[config.mk]
export PLATFORM = sky130hd
export DESIGN_NAME = uart_tx_ctrl_flat
export DESIGN_NICKNAME = d
export VERILOG_FILES = /design/src/rtl/uart_pkg.sv /design/src/rtl/uart_tx_ctrl_if.sv /design/src/rtl/uart_baud_gen.sv /design/src/rtl/uart_tx_ctrl.sv /design/src/flat_wrapper.sv
export SDC_FILE = /design/constraint.sdc
export NUM_CORES = 1
export LEC_CHECK = 0
export CAP_MARGIN = 10
export CELL_PAD_IN_SITES_DETAIL_PLACEMENT = 1
export CELL_PAD_IN_SITES_GLOBAL_PLACEMENT = 1
export CORE_MARGIN = 1.5
export CORE_UTILIZATION = 37
export CTS_CLUSTER_DIAMETER = 30
export DETAILED_ROUTE_END_ITERATION = 6
export HOLD_SLACK_MARGIN = 0.15
export PLACE_DENSITY = 0.86
export SETUP_SLACK_MARGIN = 0.2
export SYNTH_ARGS = -nofsm -noshare
export SYNTH_HDL_FRONTEND = slang
export SYNTH_SLANG_ARGS = --single-unit
[constraint.sdc]
create_clock -name clk -period 2.9 [get_ports clk]
set_clock_uncertainty 0.15 [all_clocks]
set_input_delay 0.58 -clock clk [delete_from_list [all_inputs] [get_ports clk]]
set_output_delay 0.58 -clock clk [all_outputs]
set_load 0.005 [all_outputs]
[src/rtl/uart_pkg.sv]
// rtl/uart_pkg.sv - shared types and constants for the UART transmit slice
//
// Purpose: frame/data widths, bit_cnt landmarks, transmit FSM state type and
// the frame builder used by the transmit sequencer.
// Ports: none (package).
package uart_pkg;

    localparam int UART_DATA_W  = 8;
    localparam int UART_FRAME_W = 10;

    localparam logic [3:0] BIT_CNT_START = 4'd0;
    localparam logic [3:0] BIT_CNT_STOP  = 4'd9;
    // Out of the 0..9 range on purpose: selects the mux default branch (line high).
    localparam logic [3:0] BIT_CNT_IDLE  = 4'd15;

    typedef enum logic {
        IDLE = 1'b0,
        SEND = 1'b1
    } tx_state_t;

    // Bit 0 is the start bit (0), bit 9 the stop bit (1), data LSB first between.
    function automatic logic [UART_FRAME_W-1:0] make_frame(input logic [UART_DATA_W-1:0] data);
        return {1'b1, data, 1'b0};
    endfunction

endpackage

[src/rtl/uart_tx_ctrl_if.sv]
// rtl/uart_tx_ctrl_if.sv - byte handshake between a producer and the UART transmit sequencer
//
// Purpose: groups the valid/ready byte handshake.
// Signals: tx_data  byte to send, LSB first
//          tx_valid tx_data valid
//          tx_ready sequencer can accept a byte this cycle
// Modports: master (byte producer), slave (uart_tx_ctrl).
interface uart_tx_ctrl_if;
    import uart_pkg::*;

    logic [UART_DATA_W-1:0] tx_data;
    logic                   tx_valid;
    logic                   tx_ready;

    modport master (output tx_data, output tx_valid, input  tx_ready);
    modport slave  (input  tx_data, input  tx_valid, output tx_ready);

endinterface

[src/rtl/uart_baud_gen.sv]
// rtl/uart_baud_gen.sv - bit-period timer for the UART transmit sequencer
//
// Purpose: counts clocks while enabled and flags the last clock of each bit period.
// Ports: clk  system clock
//        rst  synchronous active-high reset
//        en   count enable; the counter restarts from 0 whenever en is low
//        tick high on the last clock of each CLKS_PER_BIT-long period
module uart_baud_gen #(
    parameter int CLKS_PER_BIT = 434
) (
    input  logic clk,
    input  logic rst,
    input  logic en,
    output logic tick
);

    localparam int CNT_W = $clog2(CLKS_PER_BIT);

    if (CLKS_PER_BIT < 2) begin : g_bad_rate
        $error("uart_baud_gen: CLKS_PER_BIT must be >= 2");
    end

    logic [CNT_W-1:0] baud_cnt;

    assign tick = en && (baud_cnt == CNT_W'(CLKS_PER_BIT - 1));

    always_ff @(posedge clk) begin
        if (rst || !en) begin
            baud_cnt <= '0;
        end else if (tick) begin
            baud_cnt <= '0;
        end else begin
            baud_cnt <= baud_cnt + CNT_W'(1);
        end
    end

endmodule

[src/rtl/uart_tx_ctrl.sv]
// rtl/uart_tx_ctrl.sv - UART transmit sequencer feeding the 10:1 bit-select mux
//
// Purpose: accepts a byte, builds the 10-bit frame and steps bit_cnt 0..9 at the
// baud rate; parks bit_cnt at 15 between frames so the mux idles the line high.
// Optional: UART_TX_HOLD_EN adds a one-entry hold register for back-to-back frames.
// Ports: clk      system clock
//        rst      synchronous active-high reset
//        tx_if    byte handshake (slave modport: tx_data, tx_valid in; tx_ready out)
//        frame    {stop, data[7:0], start} to the mux
//        bit_cnt  mux select: 0..9 while sending, 15 when idle
//        tx_busy  frame in progress
//        tx_done  one-cycle pulse after the stop-bit period ends
module uart_tx_ctrl
    import uart_pkg::*;
#(
    parameter int CLK_FREQ = 50_000_000,
    parameter int BAUD     = 115200
) (
    input  logic                    clk,
    input  logic                    rst,
    uart_tx_ctrl_if.slave           tx_if,
    output logic [UART_FRAME_W-1:0] frame,
    output logic [3:0]              bit_cnt,
    output logic                    tx_busy,
    output logic                    tx_done
);

    localparam int CLKS_PER_BIT = CLK_FREQ / BAUD;

    tx_state_t               state, state_nxt;
    logic [UART_FRAME_W-1:0] frame_nxt;
    logic [3:0]              bit_cnt_nxt;
    logic                    ready_nxt, busy_nxt, done_nxt;
    logic                    accept, tick;

`ifdef UART_TX_HOLD_EN
    logic [UART_DATA_W-1:0]  hold_data, hold_data_nxt;
    logic                    hold_full, hold_full_nxt;
`endif

    assign accept = tx_if.tx_valid && tx_if.tx_ready;

    uart_baud_gen #(
        .CLKS_PER_BIT (CLKS_PER_BIT)
    ) u_baud_gen (
        .clk  (clk),
        .rst  (rst),
        .en   (state == SEND),
        .tick (tick)
    );

    always_ff @(posedge clk) begin
        if (rst) begin
            state          <= IDLE;
            frame          <= '1;
            bit_cnt        <= BIT_CNT_IDLE;
            tx_if.tx_ready <= 1'b1;
            tx_busy        <= 1'b0;
            tx_done        <= 1'b0;
`ifdef UART_TX_HOLD_EN
            hold_data      <= '0;
            hold_full      <= 1'b0;
`endif
        end else begin
            state          <= state_nxt;
            frame          <= frame_nxt;
            bit_cnt        <= bit_cnt_nxt;
            tx_if.tx_ready <= ready_nxt;
            tx_busy        <= busy_nxt;
            tx_done        <= done_nxt;
`ifdef UART_TX_HOLD_EN
            hold_data      <= hold_data_nxt;
            hold_full      <= hold_full_nxt;
`endif
        end
    end

    always_comb begin
        state_nxt   = state;
        frame_nxt   = frame;
        bit_cnt_nxt = bit_cnt;
        ready_nxt   = tx_if.tx_ready;
        busy_nxt    = tx_busy;
        done_nxt    = 1'b0;
`ifdef UART_TX_HOLD_EN
        hold_data_nxt = hold_data;
        hold_full_nxt = hold_full;
`endif
        unique case (state)
            IDLE: begin
                ready_nxt = 1'b1;
                if (accept) begin
                    frame_nxt   = make_frame(tx_if.tx_data);
                    bit_cnt_nxt = BIT_CNT_START;
                    busy_nxt    = 1'b1;
                    state_nxt   = SEND;
`ifdef UART_TX_HOLD_EN
                    ready_nxt   = 1'b1;
`else
                    ready_nxt   = 1'b0;
`endif
                end
            end
            SEND: begin
`ifdef UART_TX_HOLD_EN
                // A byte accepted mid-frame parks in the hold register; one
                // accepted on the stop-bit tick is started directly below.
                if (accept && !(tick && bit_cnt == BIT_CNT_STOP)) begin
                    hold_data_nxt = tx_if.tx_data;
                    hold_full_nxt = 1'b1;
                    ready_nxt     = 1'b0;
                end
`endif
                if (tick) begin
                    if (bit_cnt != BIT_CNT_STOP) begin
                        bit_cnt_nxt = bit_cnt + 4'd1;
                    end else begin
                        done_nxt = 1'b1;
`ifdef UART_TX_HOLD_EN
                        if (hold_full) begin
                            frame_nxt     = make_frame(hold_data);
                            bit_cnt_nxt   = BIT_CNT_START;
                            hold_full_nxt = 1'b0;
                            ready_nxt     = 1'b1;
                        end else if (accept) begin
                            frame_nxt     = make_frame(tx_if.tx_data);
                            bit_cnt_nxt   = BIT_CNT_START;
                            ready_nxt     = 1'b1;
                        end else begin
                            bit_cnt_nxt   = BIT_CNT_IDLE;
                            busy_nxt      = 1'b0;
                            ready_nxt     = 1'b1;
                            state_nxt     = IDLE;
                        end
`else
                        bit_cnt_nxt = BIT_CNT_IDLE;
                        busy_nxt    = 1'b0;
                        ready_nxt   = 1'b1;
                        state_nxt   = IDLE;
`endif
                    end
                end
            end
            default: state_nxt = IDLE;
        endcase
    end

endmodule
[src/flat_wrapper.sv]
// flat-port wrapper written by rule: the top's interface ports become plain ports
module uart_tx_ctrl_flat import uart_pkg::*;
#(
    parameter int CLK_FREQ = 50_000_000,
    parameter int BAUD     = 115200
)
  (clk, rst, frame, bit_cnt, tx_busy, tx_done, tx_if_tx_data, tx_if_tx_valid, tx_if_tx_ready);
  uart_tx_ctrl_if tx_if_i ();
  input  logic clk;
  input  logic rst;
  output logic [UART_FRAME_W-1:0] frame;
  output logic [3:0] bit_cnt;
  output logic tx_busy;
  output logic tx_done;
  input wire logic [$bits(tx_if_i.tx_data)-1:0] tx_if_tx_data;
  input wire logic [$bits(tx_if_i.tx_valid)-1:0] tx_if_tx_valid;
  output wire logic [$bits(tx_if_i.tx_ready)-1:0] tx_if_tx_ready;
  assign tx_if_i.tx_data = tx_if_tx_data;
  assign tx_if_i.tx_valid = tx_if_tx_valid;
  assign tx_if_tx_ready = tx_if_i.tx_ready;
  uart_tx_ctrl #(.CLK_FREQ(CLK_FREQ), .BAUD(BAUD)) u_core (.clk(clk), .rst(rst), .tx_if(tx_if_i), .frame(frame), .bit_cnt(bit_cnt), .tx_busy(tx_busy), .tx_done(tx_done));
endmodule
Word-level counts from Yosys, hierarchy flattened
Index checks and enable logic that the tools add are counted.
{ "word_totals": {"reg_bits": 26, "inputBits": 11, "out_inout_bits": 17, "elab_cells": 43} }
{ "classes": {"n_addsub": 2, "n_eq_ne": 5, "n_mux": 17, "n_bitwise": 2, "n_reduce_logical": 10} }
{ "ops": {"columns": ["cell", "count"], "rows": [
  ["4-bit two-way mux", 3],
  ["1-bit two-way mux", 10],
  ["9-bit by 1-bit adder with 9-bit output (second input constant)", 1],
  ["9-bit equality test (second input constant)", 1],
  ["4-bit case mux with 2 select lines", 1],
  ["1-bit case mux with 2 select lines", 3],
  ["2-bit AND reduction", 3],
  ["4-bit by 1-bit adder with 4-bit output (second input constant)", 1],
  ["2-bit != test (second input constant)", 2],
  ["4-bit != test (second input constant)", 1],
  ["3-bit AND reduction", 1],
  ["3-bit OR reduction", 1],
  ["1-bit logical AND", 2],
  ["2-bit by 1-bit != test with 1-bit output (second input constant)", 1],
  ["1-bit inverter", 2],
  ["2-bit OR reduction", 1],
  ["1-bit zero test", 1],
  ["1-bit logical OR", 1]
]} }

Depth between registers and ports, before layout
Gate-level depths: netlist (run 1).
{ "depth": {"ltp_word": 4, "depth_mapped": 6} }

Hierarchy
From an unflattened synthesis (run 1), not the netlist that was laid out.
{ "hier_totals": {"cells_unflattened": 125, "area_unflattened_um2": 1173.6} }
{ "by_module_without_submodules": {"columns": ["module", "n_inst", "cells_each", "area_each_um2", "seq_area_each_um2"], "rows": [
  ["uart_tx_ctrl", 1, 76, 724.4, 340.3],
  ["uart_baud_gen", 1, 49, 449.2, 180.2]
]} }

Worst setup path after synthesis (run 1)
No wires, ideal clock.
{ "synth_path": {"path_kind": "register to register", "from": "register u_core.u_baud_gen.baud_cnt[1]", "to": "register u_core.bit_cnt[1]", "setup_ns": 0.122, "arrival_ns": 1.241, "slack_ns": 1.387, "stages_incl_launch_ff": 7, "path_buffers": 0, "period_less_slack_ns": 1.513, "path_cell_list": "dfxtp_1 > inv_1 > ha_1 > and4b_2 > nand3_4 > nor2_1 > a311o_1"} }
{ "synth_via": {"elab_chain_cells": 4} }
{ "synth_rtl": {"columns": ["item", "line", "source"], "rows": [
  ["start: declaration", "uart_baud_gen.sv:23", "logic [CNT_W-1:0] baud_cnt;"],
  ["start signal: assignment", "uart_baud_gen.sv:33", "baud_cnt <= baud_cnt + CNT_W'(1);"],
  ["9-bit equality test", "uart_baud_gen.sv:25", "assign tick = en && (baud_cnt == CNT_W'(CLKS_PER_BIT - 1));"],
  ["1-bit logical AND", "uart_baud_gen.sv:25", null],
  ["2-bit != test (no source line)", null, null],
  ["2-bit AND reduction (no source line)", null, null],
  ["end signal: assignment", "uart_tx_ctrl.sv:67", "bit_cnt <= bit_cnt_nxt;"],
  ["end: declaration", "uart_tx_ctrl.sv:23", "output logic [3:0] bit_cnt,"]
]} }
No other way between the ends.
A chain may end at the register's enable or synchronous reset.

Worst setup path in the final report (run 1)
{ "layout_path": {"from": "register u_core.bit_cnt[0]", "to": "output port bit_cnt[0]"} }
{ "layout_lines": {"columns": ["item", "line", "source"], "rows": [
  ["end: declaration", "flat_wrapper.sv:12", "output logic [3:0] bit_cnt;"]
]} }
No word-level cell between the ends.

==> flow_summary.json, run 1 <==
{
  "grtUsageMet2_pct": 27.9,
  "vdd_drop_max_mv": 0.292,
  "path_buf_inv": 1,
  "cellPowerDensity_nw_per_um2": 505,
  "cp_slowest_stage_delay_ns": 0.54,
  "synth_top_family_by_area": "simple AND/OR/NAND/NOR gates",
  "syn_to_final_growth_pct": 28.4,
  "dp_hpwl_um": 1890,
  "hold_viol": 0,
  "synthSimpleGateAreaFrac_pct": 29.3,
  "die_h_um": 57.1,
  "crit_arrival_ns": 1.32,
  "worst_pin_slew_ns": 0.509,
  "reg2reg_slack_ns": 1.20,
  "leakagePower_nw": 0.546,
  "synth-async-reset-ratio_pct": 0,
  "drive_above_1_share_pct": 6.76,
  "grt_first_pass_wirelength_um": 4130,
  "die_width_um": 57.1,
  "final_cell_mix": "clkdlybuf4s50_1 (26), dfxtp_1 (26), nand2_1 (22)",
  "max_cap_viol_count": 0,
  "drt-pass1-iter-count": 4,
  "yosysWarningCount": 0,
  "routed_wl_um": 2450,
  "slowest_stage": "clkdlybuf4s50_1",
  "status": "complete, no violations",
  "path_cells": "clkdlybuf4s50_1",
  "synth_compound_area_share_pct": 7.74,
  "hold_depth": 2,
  "vias_per_cell": 5.23,
  "synth_cells": 123,
  "clock-root-buffer": "clkbuf_4",
  "slew_viol_final": 0,
  "cp.required_ns": 2.17,
  "antenna_cells": 0,
  "synth_area_um2": 1080,
  "cts_tree": "built",
  "grt_use_total_pct": 16.0,
  "cts.sinks": 26,
  "wire_per_inst_um": 13.7,
  "cts_made_buffers": 3,
  "drt-initial-drc-count": 23,
  "timing.final.crit_share_pct": 70.8,
  "finalSetupViolations": 0,
  "yosysSeqAreaShare_pct": 48.0,
  "cts_repair_resize_count": 0,
  "min_period_ns": 2.05,
  "vias": 936,
  "dieArea_um2": 3260,
  "syn_area_per_cell_um2": 8.81,
  "crit_family": "buffers and inverters",
  "holdPathEnd": "u_core.frame[0]",
  "fillCellCount": 337,
  "clk_path_buf_depth": 2,
  "grt_pass1_vias": 923,
  "syn_nets": 138,
  "row_count": 19,
  "hold_path.class": "flip-flop to flip-flop",
  "end_kind": "output pin",
  "finalSetupTns_ns": 0,
  "rsz0062_at_grt": "false",
  "numPortBuffers": 26,
  "drtAntennaViolNets": 0,
  "hp-start": "u_core.frame[0]",
  "gp_congestion": 0.688,
  "hold_buffers": 0,
  "postCtsSetupRepairBufs": 0,
  "grt-busiest-layer": "met2",
  "antenna_found_initial": 0,
  "clk_latency_ns": 0.31,
  "nNetsFinal": 164,
  "start_util_pct": 39.3,
  "ys.flop_type": "dfxtp_1",
  "drc": 0,
  "grt_use_met1_pct": 19.9,
  "r2r-start": "u_core.state",
  "synthMuxAreaShare_pct": 0,
  "ff2ff_path_depth": 4,
  "start_kind": "flip-flop",
  "grt_max_degree": 17,
  "synth_xor_area_share_pct": 5.66,
  "overflow": 0,
  "cts_htree_levels": 1,
  "fp.coreArea_um2": 2760,
  "use_met3_pct": 3.17,
  "num_io_pins": 28,
  "ys_ff_latch": 26,
  "yosys.area_share.adder_pct": 4.62,
  "fmax_mhz": 487,
  "critPathMaxFanout": 6,
  "slew_headroom_pct": 66.0,
  "r2r-end": "u_core.bit_cnt[0]",
  "synth_cell_type_count": 31,
  "synth_edf_count": 0,
  "setup.worst_path.class": "flip-flop to output pin",
  "whs_ns": 0.314,
  "path_clk_slew_ns": 0.14
}
==> logic make-up after synthesis <==
logic type                 Yosys count
and+or+nand+nor                     63
buffers and inverters               10
adders and majority gates            4
xor gates and xnor gates             7
AOI/OAI and AO/OA                   12
DFF                                 26
other                                1
==> state kept, by name, indices dropped and copies added (netlist names) <==
name / flops
u_core.frame: 9
u_core.u_baud_gen.baud_cnt: 9
u_core.bit_cnt: 4
u_core.state: 1
u_core.tx_busy: 1
u_core.tx_done: 1
u_core.tx_if.tx_ready: 1
==> worst max path at each step <==
stage / slack, ns / to / cells past startpoint / start
floorplan: 1.39 / u_core.bit_cnt[1] / 6 / u_core.u_baud_gen.baud_cnt[1]
global placement: 0.79 / u_core.bit_cnt[1] / 3 / tx_if_tx_valid
detailed placement: 0.75 / u_core.bit_cnt[0] / 5 / tx_if_tx_valid
CTS: 0.84 / bit_cnt[0] / 1 / u_core.bit_cnt[0]
global route: 0.76 / bit_cnt[0] / 1 / u_core.bit_cnt[0]
finish: 0.85 / bit_cnt[0] / 1 / u_core.bit_cnt[0]
==> synth_stat cells (2+ instances only) <==
cell | count | share of area [%]
a21oi_1 | 3 | 1.4
and3b_1 | 2 | 1.6
buf_4 | 2 | 1.4
clkbuf_1 | 2 | 0.69
dfxtp_1 | 26 | 48
ha_1 | 4 | 4.6
inv_1 | 5 | 1.7
nand2_1 | 22 | 7.6
nand3_1 | 13 | 6.0
nand4_1 | 3 | 1.7
nor2_1 | 15 | 5.2
o21ai_0 | 2 | 0.92
xnor2_1 | 6 | 4.8
==> per-stage QoR <==
step,power (mW),util [%],instance area [µm²],setup WS (ns),std cells
after floorplan,0.462,-,1080,1.39,123
after global placement,0.524,49.1,1360,0.786,175
after detailed placement,0.530,49.1,1360,0.754,175
after CTS,0.708,50.5,1390,0.837,179
after global routing,0.742,50.5,1390,0.765,179
final,0.702,50.5,1390,0.846,179
==> metal layers <==
| metal | share of wire [%] | up-vias |
|---|---|---|
| met1 | 45 | 451 |
| met5 | 0 | - |
| met2 | 50 | 20 |
| met4 | 0.73 | 0 |
| met3 | 3.9 | 2 |
| li1 | - | 463 |
==> where the power goes <==
group          total [mW]  internal [mW]  switching (mW)
clock network       0.181         0.0767           0.105
registers           0.403          0.381          0.0225
logic               0.118         0.0686          0.0493
==> layout make-up <==
type,count,area (µm²),area share [%]
inverter,5,18.8,1.35
tap,31,38.8,2.79
sequential,26,520,37.4
clock buffer,4,36.3,2.61
timing repair buffer,26,260,18.7
multi-input combinational,87,517,37.1
No activity file was read; power rests on OpenSTA's default activity.
==> run 2: changes to the inputs <==
CORE_UTILIZATION = 31   (was 37)
PLACE_DENSITY = 0.78   (was 0.86)
clock period = 1.79 ns   (was 2.9 ns; I/O delays follow)
==> run 2 against run 1 <==
Net effect: sequential share of layout area shrank 3.2 points; global-route usage grew 0.35 points; sequential cell count is the same; die area grew 18%; total power grew 85%; via count grew 8.2%; combinational power grew 96%; critical endpoint is now u_core.tx_done; sequential power grew 61%; non-clock buffer count grew 16; critical path type is now flip-flop to flip-flop; largest power group unchanged; worst hold slack lost 0.011 ns.
==> flow_summary.json, run 2 (synthesized netlist as in run 1, its figures left out) <==
{
  "status": "complete, no violations",
  "grt_first_pass_wirelength_um": 5000,
  "vias_per_cell": 4.82,
  "setup.worst_path.class": "flip-flop to flip-flop",
  "fp.coreArea_um2": 3340,
  "overflow": 0,
  "cts_made_buffers": 3,
  "dieArea_um2": 3860,
  "min_period_ns": 1.57,
  "max_cap_viol_count": 0,
  "antenna_cells": 0,
  "cts_tree": "built",
  "grt_pass1_vias": 1048,
  "wire_per_inst_um": 14.4,
  "final_util_pct": 48.2,
  "hold_path.class": "flip-flop to flip-flop",
  "die_width_um": 62.1,
  "hold_viol": 0,
  "critPathMaxFanout": 4,
  "drc": 0,
  "drive_above_1_share_pct": 31.7,
  "leakagePower_nw": 0.634,
  "start_util_pct": 32.5,
  "gp_congestion": 0.743,
  "drt-pass1-iter-count": 4,
  "reg2reg_slack_ns": 0.22,
  "layout_commonest_cell": "nand2_1",
  "rsz0062_at_grt": "true",
  "die_h_um": 62.1,
  "vdd_drop_max_mv": 0.267,
  "cts_htree_levels": 1,
  "cellPowerDensity_nw_per_um2": 806,
  "dp_hpwl_um": 2100,
  "finalSetupTns_ns": 0,
  "vias": 1013,
  "start_kind": "flip-flop",
  "cp.required_ns": 1.89,
  "clk_path_buf_depth": 2,
  "finalSetupViolations": 0,
  "antenna_found_initial": 0,
  "routed_wl_um": 3020,
  "cts.sinks": 26,
  "largestRegisters": "u_core.frame x9, u_core.u_baud_gen.baud_cnt x9, u_core.bit_cnt x4",
  "clk_latency_ns": 0.34,
  "path_clk_slew_ns": 0.15,
  "drt-initial-drc-count": 52,
  "numPortBuffers": 26,
  "hold_buffers": 0,
  "drtAntennaViolNets": 0,
  "timing.final.crit_share_pct": 88.0,
  "slew_viol_final": 0,
  "nNetsFinal": 180,
  "fmax_mhz": 635,
  "grt_use_total_pct": 16.4,
  "final_cell_mix": "nand2_1 (21), dlygate4sd2_1 (15), buf_4 (15), dfxtp_2 (15), nor2_1 (14)",
  "grt_max_degree": 16,
  "clock-root-buffer": "clkbuf_4",
  "crit_arrival_ns": 1.68,
  "syn_to_final_growth_pct": 48.5,
  "end_kind": "flip-flop",
  "num_io_pins": 28,
  "row_count": 21
}
==> run 2: power breakdown <==
group	leakage, nW	switching, mW	internal [mW]
clock network	0.0279	0.190	0.227
logic	0.394	0.104	0.126
registers	0.212	0.0274	0.622
total	0.634	0.321	0.976
==> run 2: repair_timing <==
action                     in CTS  in global routing
pin swaps                       1                  8
resized for setup              36                 13
buffers inserted               11                  2
setup endpoints to repair      28                 14
==> run 2: per-layer routing <==
layer	vias to the layer above	global-route usage, %	part of all wire (%)
met3	5	2.54	2.9
li1	494	-	-
met5	-	0	0
met1	492	17.6	41
met2	22	31.3	54
met4	0	7.50	2.0
==> run 2: per-stage QoR <==
stage               setup slack (ns)  cell area [µm²]  power (mW)  std cells  hold slack [ns]
detailed placement            0.0874             1400       0.870        193            0.290
floorplan                      0.277             1080       0.749        123            0.280
finish                         0.215             1610        1.30        210            0.304
global route                   0.138             1610        1.36        210            0.345
CTS                           0.0545             1550        1.29        208            0.305
global placement               0.145             1400       0.855        193            0.283
==> run 2: worst max-delay path, stage by stage, from the launching register on <==
cell and delay [ns]:
dfxtp_4 0.37, buf_4 0.12, inv_1 0.05, ha_2 0.17, and3b_2 0.22, and3_2 0.22
and3_1 0.18
==> run 2: final timing paths <==
kind	to	from	depth (start not counted)
min	u_core.frame[0]	u_core.frame[0]	2
min reg2reg	u_core.frame[0]	u_core.frame[0]	2
max reg2reg	u_core.tx_done	u_core.bit_cnt[1]	6
max	u_core.tx_done	u_core.bit_cnt[1]	6
==> run 2: cell type report <==
| cell class | instances | area, µm² |
|---|---|---|
| fillers | 406 | 1730 |
| multi-input cells | 87 | 562 |
| flip-flops and latches | 26 | 551 |
| repair buffers | 42 | 368 |
| well taps | 46 | 57.6 |
| clock inverters | 1 | 30.0 |
| clock buffers | 3 | 22.5 |
| inverters | 5 | 18.8 |
